## config.mk

```make
export PLATFORM = sky130hd
export DESIGN_NAME = id_ex_stage
export DESIGN_NICKNAME = d
export VERILOG_FILES = /design/src/rtl/id_ex_stage.sv
export SDC_FILE = /design/constraint.sdc
export NUM_CORES = 1
export LEC_CHECK = 0
export ABC_AREA = 1
export CAP_MARGIN = 20
export CORE_MARGIN = 2
export CORE_UTILIZATION = 43
export DETAILED_ROUTE_END_ITERATION = 16
export PLACE_DENSITY = 0.85
export SLEW_MARGIN = 20
export SYNTH_ARGS = -nofsm -noshare
export SYNTH_HDL_FRONTEND = slang
export SYNTH_SLANG_ARGS = --single-unit
```

## constraint.sdc

```tcl
create_clock -name clk -period 5.6 [get_ports clk]
set_input_delay 1.12 -clock clk [delete_from_list [all_inputs] [get_ports clk]]
set_output_delay 1.12 -clock clk [all_outputs]
set_load 0.01 [all_outputs]
```

## src/rtl/id_ex_stage.sv

```systemverilog
// ID/EX pipeline register with EX-side operand forwarding.
// Holds the decoded instruction for EX, inserts bubbles on load-use stalls
// and branch flushes, freezes on memory stalls, and muxes forwarded values
// into the ALU operands and store data.
module id_ex_stage #(
  parameter int DATA_W = 32,
  parameter int REG_W  = 5,
  parameter int CNT_W  = 16
) (
  input  logic              clk,
  input  logic              reset,
  input  logic              hold_pipe,
  input  logic              flush_ID,
  input  logic              Stall_ID,
  input  logic [1:0]        OP_A_SEL,
  input  logic [1:0]        OP_B_SEL,
  input  logic [DATA_W-1:0] Rs_val_ID,
  input  logic [DATA_W-1:0] Rt_val_ID,
  input  logic [DATA_W-1:0] imm_ID,
  input  logic [REG_W-1:0]  Rw_ID,
  input  logic              ALU_SRC_ID,
  input  logic [3:0]        alu_ctrl_ID,
  input  logic              we_ID,
  input  logic              LD_ID,
  input  logic              mem_we_ID,
  input  logic [DATA_W-1:0] ex_mem_result,
  input  logic [DATA_W-1:0] mem_wb_data,
  output logic [REG_W-1:0]  Rw_ID_EX,
  output logic              we_ID_EX,
  output logic              LD_ID_EX,
  output logic              mem_we_EX,
  output logic [3:0]        alu_ctrl_EX,
  output logic [DATA_W-1:0] op_a_EX,
  output logic [DATA_W-1:0] op_b_EX,
  output logic [DATA_W-1:0] store_data_EX,
  output logic [CNT_W-1:0]  bubble_cnt
);

  // Registered EX-stage state
  logic [DATA_W-1:0] rs_val_reg, rt_val_reg, imm_reg;
  logic [REG_W-1:0]  rw_reg;
  logic              alu_src_reg;
  logic [3:0]        alu_ctrl_reg;
  logic              we_reg, ld_reg, mem_we_reg;
  logic [1:0]        sel_a_reg, sel_b_reg;
  logic              flush_pend_reg;
  logic [CNT_W-1:0]  bubble_cnt_reg;

  // Edge action, decoded once so both register blocks agree on priority
  logic do_flush, do_stall, do_load, cnt_sat;
  assign do_flush = !hold_pipe && (flush_ID || flush_pend_reg);
  assign do_stall = !hold_pipe && !do_flush && Stall_ID;
  assign do_load  = !hold_pipe && !do_flush && !Stall_ID;
  assign cnt_sat  = (bubble_cnt_reg == {CNT_W{1'b1}});

  // Pipeline register: hold keeps, flush/stall load a bubble, otherwise capture ID
  always_ff @(posedge clk or posedge reset) begin
    if (reset) begin
      rs_val_reg   <= '0;
      rt_val_reg   <= '0;
      imm_reg      <= '0;
      rw_reg       <= '0;
      alu_src_reg  <= 1'b0;
      alu_ctrl_reg <= '0;
      we_reg       <= 1'b0;
      ld_reg       <= 1'b0;
      mem_we_reg   <= 1'b0;
      sel_a_reg    <= '0;
      sel_b_reg    <= '0;
    end else if (do_flush || do_stall) begin
      rs_val_reg   <= '0;
      rt_val_reg   <= '0;
      imm_reg      <= '0;
      rw_reg       <= '0;
      alu_src_reg  <= 1'b0;
      alu_ctrl_reg <= '0;
      we_reg       <= 1'b0;
      ld_reg       <= 1'b0;
      mem_we_reg   <= 1'b0;
      sel_a_reg    <= '0;
      sel_b_reg    <= '0;
    end else if (do_load) begin
      rs_val_reg   <= Rs_val_ID;
      rt_val_reg   <= Rt_val_ID;
      imm_reg      <= imm_ID;
      rw_reg       <= Rw_ID;
      alu_src_reg  <= ALU_SRC_ID;
      alu_ctrl_reg <= alu_ctrl_ID;
      we_reg       <= we_ID;
      ld_reg       <= LD_ID;
      mem_we_reg   <= mem_we_ID;
      sel_a_reg    <= OP_A_SEL;
      sel_b_reg    <= OP_B_SEL;
    end
  end

  // Remember a flush that arrived during hold; count stall bubbles with saturation
  always_ff @(posedge clk or posedge reset) begin
    if (reset) begin
      flush_pend_reg <= 1'b0;
      bubble_cnt_reg <= '0;
    end else if (hold_pipe) begin
      if (flush_ID) flush_pend_reg <= 1'b1;
    end else if (do_flush) begin
      flush_pend_reg <= 1'b0;
    end else if (do_stall && !cnt_sat) begin
      bubble_cnt_reg <= bubble_cnt_reg + 1'b1;
    end
  end

  // Forwarding muxes for Rs (index 0) and Rt (index 1); code 11 means no forward
  logic [1:0]        sel_arr [2];
  logic [DATA_W-1:0] src_arr [2];
  logic [DATA_W-1:0] fwd_arr [2];
  assign sel_arr[0] = sel_a_reg;
  assign sel_arr[1] = sel_b_reg;
  assign src_arr[0] = rs_val_reg;
  assign src_arr[1] = rt_val_reg;

  for (genvar gi = 0; gi < 2; gi++) begin : g_fwd
    assign fwd_arr[gi] = (sel_arr[gi] == 2'b01) ? ex_mem_result :
                         (sel_arr[gi] == 2'b10) ? mem_wb_data   :
                                                  src_arr[gi];
  end

  assign op_a_EX       = fwd_arr[0];
  assign op_b_EX       = alu_src_reg ? imm_reg : fwd_arr[1];
  assign store_data_EX = fwd_arr[1];

  assign Rw_ID_EX    = rw_reg;
  assign we_ID_EX    = we_reg;
  assign LD_ID_EX    = ld_reg;
  assign mem_we_EX   = mem_we_reg;
  assign alu_ctrl_EX = alu_ctrl_reg;
  assign bubble_cnt  = bubble_cnt_reg;

endmodule

```

# Word-level counts from Yosys, hierarchy flattened
# Cells that the tools add are included.
# classes
muxes,30
addsub,1
bitwise_logic,2
reduce_logical,15
n_eq_ne,6
# ops
op,count
two-way mux 32 bit,11
"adder 16 x 1 -> 16 bit, second input constant",1
"equality test 16 bit, second input constant",1
two-way mux 1 bit,11
two-way mux 5 bit,2
two-way mux 2 bit,4
two-way mux 4 bit,2
logical AND 1 bit,5
"equality test 2 x 1 -> 1 bit, second input constant",2
"equality test 2 bit, second input constant",2
zero test 1 bit,4
nonzero test 2 bit,2
AND reduction 3 bit,1
logical OR 1 bit,2
"inequality test 2 x 1 -> 1 bit, second input constant",1
inverter 1 bit,2
AND reduction 2 bit,1
# word_totals
output_inout_bits,124
reg_bits,130
in_bits,182

# Longest topological paths before layout
# Gate-level depths: netlist of the first run.
# logic_depth
word_depth,7
ltp_mapped,9
mapped_depth_nobuf,9

# Worst setup path before layout of the first run
# Ideal clock, no wire load.
# synth_timing
path_kind,input -> output
startpoint,input ex_mem_result[30]
endpoint,output op_b_EX[30]
arrival_time_ns,1.568
setup_slack_ns,2.912
stages,4
path_cell_list,inv_1 nor2_1 a21oi_1 o21ai_0
# synth_via
elab_chain_cells,2
# synth_rtl
item,line_no,text
from (decl),26,"input logic [DATA_W-1:0] ex_mem_result,"
two-way mux 32 bit,121,assign fwd_arr[gi] = (sel_arr[gi] == 2'b01) ? ex_mem_result :
two-way mux 32 bit,127,assign op_b_EX = alu_src_reg ? imm_reg : fwd_arr[1];
to (decl),34,"output logic [DATA_W-1:0] op_b_EX,"
# Every way passes these cells.

# Worst setup path after layout of the first run
# layout_timing
startpoint,register sel_b_reg[1]
endpoint,output op_b_EX[3]
# layout_via
elab_chain_cells,4
word_cells_on_any_way,5
# layout_rtl
item,line_no,text
from (decl),45,"logic [1:0] sel_a_reg, sel_b_reg;"
from (signal assigned),69,sel_b_reg <= '0;
from (signal assigned),81,sel_b_reg <= '0;
from (signal assigned),93,sel_b_reg <= OP_B_SEL;
equality test 2 bit,122,(sel_arr[gi] == 2'b10) ? mem_wb_data :
two-way mux 32 bit,122,
two-way mux 32 bit *,121,
two-way mux 32 bit *,127,
# Every way passes the cells marked *; elsewhere a longest branch is shown, timed or not.

==> results of run 1 <==
==> routing by layer <==
metal | vias up | global-route usage | wire, um
li1 | 3720 | - | -
met1 | 3655 | 0.3631 | 10270
met2 | 403 | 0.4907 | 12490
met3 | 68 | 0.07882 | 2383
met4 | 0 | 0.1505 | 1077
met5 | - | 0 | 0
==> worst reg2reg max path, delay by kind of cell, from the launching register on <==
kind / cells / cell delay [ps]
AOI/OAI and AO/OA: 1 / 150
buffers and inverters: 1 / 400
DFF: 1 / 360
and+or+nand+nor: 4 / 890
==> worst paths after layout <==
path | to | start | slack, ps | depth (start not counted)
setup / recovery | op_b_EX[3] | sel_b_reg[1] | 1520 | 8
hold / removal | alu_ctrl_EX[2] | alu_ctrl_EX[2] | 470 | 2
setup reg to reg | rt_val_reg[9] | flush_pend_reg | 3720 | 6
hold reg to reg | alu_ctrl_EX[2] | alu_ctrl_EX[2] | 470 | 2
max in group asynchronous | rs_val_reg[30] | reset | 3290 | 3
min in group asynchronous | rs_val_reg[9] | reset | 1290 | 2
==> area by class of cell <==
class | count | area, sq um | share of cell area
sequential | 130 | 3253 | 0.3009
clock inverter | 10 | 155.1 | 0.01435
inverter | 109 | 416.7 | 0.03854
timing repair buffer | 316 | 3143 | 0.2907
tap | 216 | 270.3 | 0.02500
clock buffer | 22 | 474.2 | 0.04386
multi-input combinational | 685 | 3099 | 0.2867
==> where the power goes <==
group | total, mW | internal, mW | switching, mW
Clock | 1.19 | 0.777 | 0.409
Sequential | 1.08 | 1.03 | 0.0519
Combinational | 0.970 | 0.480 | 0.490
Total | 3.24 | 2.29 | 0.951
==> cell usage after synthesis (all sizes together) <==
library cell	number	share of area
a21oi	49	0.035
buf	40	0.031
clkbuf	25	0.013
dfrtp	130	0.46
ha	1	0.0018
inv	109	0.058
nand2	338	0.18
nand3	125	0.089
nand3b	2	0.0021
nand4	6	0.0053
nor2	39	0.021
o211ai	13	0.014
o21ai	72	0.051
o221ai	2	0.0025
o22ai	31	0.027
xnor2	7	0.0087
==> logic make-up after synthesis <==
kind of cell / Yosys count / share of synthesized area
adders and majority gates: 1 / 0.001769
AOI/OAI and AO/OA: 167 / 0.1293
DFF: 130 / 0.4599
buffers and inverters: 174 / 0.1026
xor gates and xnor gates: 7 / 0.008668
and+or+nand+nor: 510 / 0.2977
==> cell usage in the layout (no fill, tap or decap), types with 3 or more instances in the layout <==
| master | n |
|---|---|
| nand2_1 | 337 |
| o21ai_0 | 63 |
| o21ai_1 | 9 |
| buf_4 | 10 |
| clkbuf_16 | 17 |
| clkbuf_8 | 3 |
| clkinv_2 | 4 |
| nand4_1 | 6 |
| nand3_1 | 124 |
| o22ai_1 | 31 |
| clkdlybuf4s50_1 | 304 |
| xnor2_1 | 7 |
| o211ai_1 | 13 |
| bufinv_16 | 4 |
| nor2_1 | 37 |
| a21oi_1 | 49 |
| inv_1 | 105 |
| dfrtp_1 | 130 |
==> metrics by stage <==
step	instances	area (sq um)	hold slack, ps	power (mW)
final	1488	10810	473.5	3.238
after global routing	1488	10810	491.8	3.381
after CTS	1488	10810	475.7	3.251
after global placement	1456	10180	457.1	2.042
after floorplan	989	7073	445.8	1.512
after detailed placement	1456	10180	461.6	2.059
==> flow_summary.json, run 1 <==
{
  "die_w_um": 132.3,
  "coreArea_sq_um": 16000,
  "place_ws_ps": 1811,
  "p_leak_nw": 5.095,
  "cp_common_cell": "nand2_1",
  "holdCritPathClass": "flop to flop",
  "antenna_left": 0,
  "post-route-period-util": 0.7280,
  "peakVddDrop_mv": 0.2063,
  "rsz0062_at_grt": "false",
  "place_hpwl_um": 17920,
  "crit_type": "flop to output port",
  "syn_to_final_growth_pct": 52.86,
  "syn_area_sq_um": 7073,
  "holdBufCountCts": 0,
  "yosysSeqAreaShare": 0.4599,
  "post_cts_buffers": 0,
  "synth_cell_types": 24,
  "grt_overflow": 0,
  "drc": 0,
  "drv_slew": 0,
  "drt_wl_total_um": 26220,
  "worst_slew_pin_slew_ps": 920.2,
  "crit_buf_inv": 3,
  "post-route-util": 0.6757,
  "outcome": "finished clean",
  "initial_core_util": 0.4421,
  "drive_above_1_share": 0.03931,
  "clock_sinks": 130,
  "post_drt_wl_per_cell_um": 17.62,
  "cap_viol_max_count": 0,
  "portBuffers": 305,
  "fin_nets": 1442,
  "vias": 7846,
  "slowest_delay_ps": 530,
  "setup_viol": 0,
  "critPathCaptureType": "output port",
  "worstPathRequired_ps": 4480,
  "max_freq_mhz": 245.3,
  "gp_congestion": 0.8736,
  "syn_inst": 989,
  "path_cells": "inv_1, nand2_1, buf_4, nand2_1, o211ai_1, nand2_1, nand2_1, clkdlybuf4s50_1",
  "finalSetupTns_ps": 0,
  "powerDensity_nw_per_um2": 299.5,
  "die_h_um": 132.3,
  "grt_antenna_before_repair": 0,
  "fillers": 1350,
  "grt_usage": 0.2985,
  "syn_nets": 1172,
  "yosys_warnings": 0,
  "final_hold_viol_count": 0,
  "ys_seq_elements": 130,
  "cts_buffers": 17,
  "cts_tree": "done",
  "cts_max_level": 4,
  "diodes": 0,
  "clock_path_buffers": 2,
  "finalCriticalPeriod_ps": 4077,
  "ios": 306,
  "cp_max_fo": 39,
  "critPathLaunchType": "flop",
  "drt-initial-drc-count": 540,
  "path_delay_family": "buffers and inverters",
  "arrival_ps": 2960,
  "grt_pass1_vias": 7813,
  "syn_avg_cell_area_sq_um": 7.152,
  "grt_pass1_wl_um": 41200,
  "clock_latency_ps": 420,
  "critical-path-slowest-cell": "clkdlybuf4s50_1",
  "timing.final.ws_setup_ps": 1523,
  "grt_max_degree": 103,
  "ctsResizeCount": 0,
  "slew-limit-headroom": 0.3866,
  "post_drt_via_cell_ratio": 5.273,
  "ctsRootBufferMaster": "clkbuf_16",
  "rows": 46,
  "detail_route.first_pass.iterations": 5,
  "clock_skew_ps": 10.65,
  "die-area_sq_um": 17490,
  "clk_pin_slew_ps": 60
}
(Power assumes the default switching activity.)
==> run 2: changes to the inputs <==
- CORE_UTILIZATION: 43 -> 39
- PLACE_DENSITY: 0.85 -> 0.82
- clock period: 5.6 -> 3.54 ns (I/O delays scaled with it)
==> flow_summary.json, run 2 (synthesis results as in run 1) <==
{
  "place_inst": 1481,
  "drt-initial-drc-count": 547,
  "path_delay_family": "simple AND/OR/NAND/NOR gates",
  "arrival_ps": 2830,
  "worstPathRequired_ps": 2830,
  "timing.final.ws_setup_ps": 4.372,
  "drc": 0,
  "crit_type": "flop to output port",
  "antenna_left": 0,
  "vias": 7933,
  "critical-path-slowest-cell": "o211ai_1",
  "layout_commonest_cell": "nand2_1",
  "cts_tree": "done",
  "post-route-period-util": 0.9988,
  "min_from": "imm_reg[12]",
  "grt_overflow": 0,
  "grt_max_degree": 166,
  "place_hpwl_um": 20110,
  "cts_buffers": 17,
  "critPathCaptureType": "output port",
  "cp_max_fo": 14,
  "gp_congestion": 0.9839,
  "die_w_um": 138.7,
  "setup_viol": 0,
  "drt_wl_total_um": 27900,
  "rsz0062_at_grt": "false",
  "drive_above_1_share": 0.05218,
  "grt_usage": 0.2856,
  "die-area_sq_um": 19230,
  "cp_common_cell": "nand2_1",
  "rows": 49,
  "use_met2": 0.5021,
  "worst_r2r_endpoint": "bubble_cnt[7]",
  "grt_pass1_wl_um": 42850,
  "r2r_slack_ps": 1760,
  "clock_skew_ps": 8.506,
  "grt_use_met3": 0.08011,
  "p_leak_nw": 5.148,
  "powerDensity_nw_per_um2": 475.2,
  "ios": 306,
  "diodes": 0,
  "r2r_cells": 8,
  "grt_use_met1": 0.3354,
  "initial_core_util": 0.3951,
  "critPathLaunchType": "flop",
  "cap_viol_max_count": 0,
  "hold_depth": 2,
  "finalCriticalPeriod_ps": 3536,
  "dpl_cell_area_sq_um": 10310,
  "drv_slew": 0,
  "clock_sinks": 130,
  "grt_pass1_vias": 7919,
  "holdBufCountCts": 0,
  "worst_slew_pin_slew_ps": 727.2,
  "slew-limit-headroom": 0.5152,
  "cts_max_level": 4,
  "slowest_delay_ps": 690,
  "coreArea_sq_um": 17900,
  "place_ws_ps": 357.9,
  "r2r_start": "bubble_cnt[0]",
  "clk_pin_slew_ps": 60,
  "post_drt_via_cell_ratio": 5.243,
  "die_h_um": 138.7,
  "fin_nets": 1454,
  "crit_buf_inv": 1,
  "max_freq_mhz": 282.8,
  "grt_antenna_before_repair": 0,
  "clock_latency_ps": 430,
  "peakVddDrop_mv": 0.3359,
  "post_cts_buffers": 0,
  "finalSetupTns_ps": 0,
  "ctsRootBufferMaster": "clkbuf_16",
  "path_cells": "nand2_1, nand2_1, o211ai_1, nand2_1, nand2_1, clkdlybuf4s50_1",
  "whs_endpoint": "imm_reg[12]",
  "final_hold_viol_count": 0,
  "post-route-util": 0.6121,
  "holdCritPathClass": "flop to flop",
  "syn_to_final_growth_pct": 54.93,
  "fin_area_sq_um": 10960,
  "final_cell_mix": "nand2_1 (337), clkdlybuf4s50_1 (304), dfrtp_1 (129), nand3_1 (124), inv_1 (104)",
  "grt.busiest_layer": "met2",
  "detail_route.first_pass.iterations": 7,
  "outcome": "finished clean",
  "clock_path_buffers": 2,
  "portBuffers": 305,
  "stdcell_count": 1513,
  "post_drt_wl_per_cell_um": 18.44
}
[run 2: cell type report]
class	count	area (sq um)
tap	229	286.5
timing repair buffer	328	3258
clock inverter	13	183.9
multi-input combinational	685	3103
inverter	109	419.2
clock buffer	19	452.9
fill	1555	6944
sequential	130	3254
[run 2: per-stage QoR]
| step | power (mW) | hold slack, ps |
|---|---|---|
| after detailed placement | 3.313 | 462.0 |
| final | 5.207 | 474.7 |
| after floorplan | 2.393 | 445.8 |
| after global placement | 3.288 | 457.0 |
| after CTS | 5.228 | 476.6 |
| after global routing | 5.434 | 493.2 |
[run 2: worst min-delay path: cells and delay by family (launching register included)]
kind / cells / cell delay (ps)
and+or+nand+nor: 2 / 110
DFF: 1 / 340
[run 2: what timing repair did]
| item | 4_1_cts | 5_1_grt |
|---|---|---|
| setup endpoints to repair | 0 | 8 |
| endpoints found under the hold margin | 0 | 0 |
| resized for setup | 0 | 2 |
[run 2: how the worst max path moves through the flow]
stage,startpoint,endpoint,slack (ps),depth (start not counted)
final,sel_b_reg[1],op_b_EX[0],4,6
after global routing,sel_b_reg[1],op_b_EX[0],10,7
after CTS,sel_b_reg[1],op_b_EX[0],70,7
after detailed placement,mem_wb_data[17],op_b_EX[17],360,6
after global placement,mem_wb_data[17],op_b_EX[17],370,6
after floorplan,reset,LD_ID_EX,1220,1
[run 2: per-layer routing]
layer | part of all wire | vias up
li1 | - | 3757
met1 | 0.38 | 3723
met2 | 0.50 | 401
met3 | 0.093 | 52
met4 | 0.030 | 0
met5 | 0 | -
[run 2: where the power goes]
part	internal [mW]	leakage, nW	switching [mW]
Sequential	1.63	1.67	0.0840
Combinational	0.779	3.17	0.808
Clock	1.21	0.305	0.693
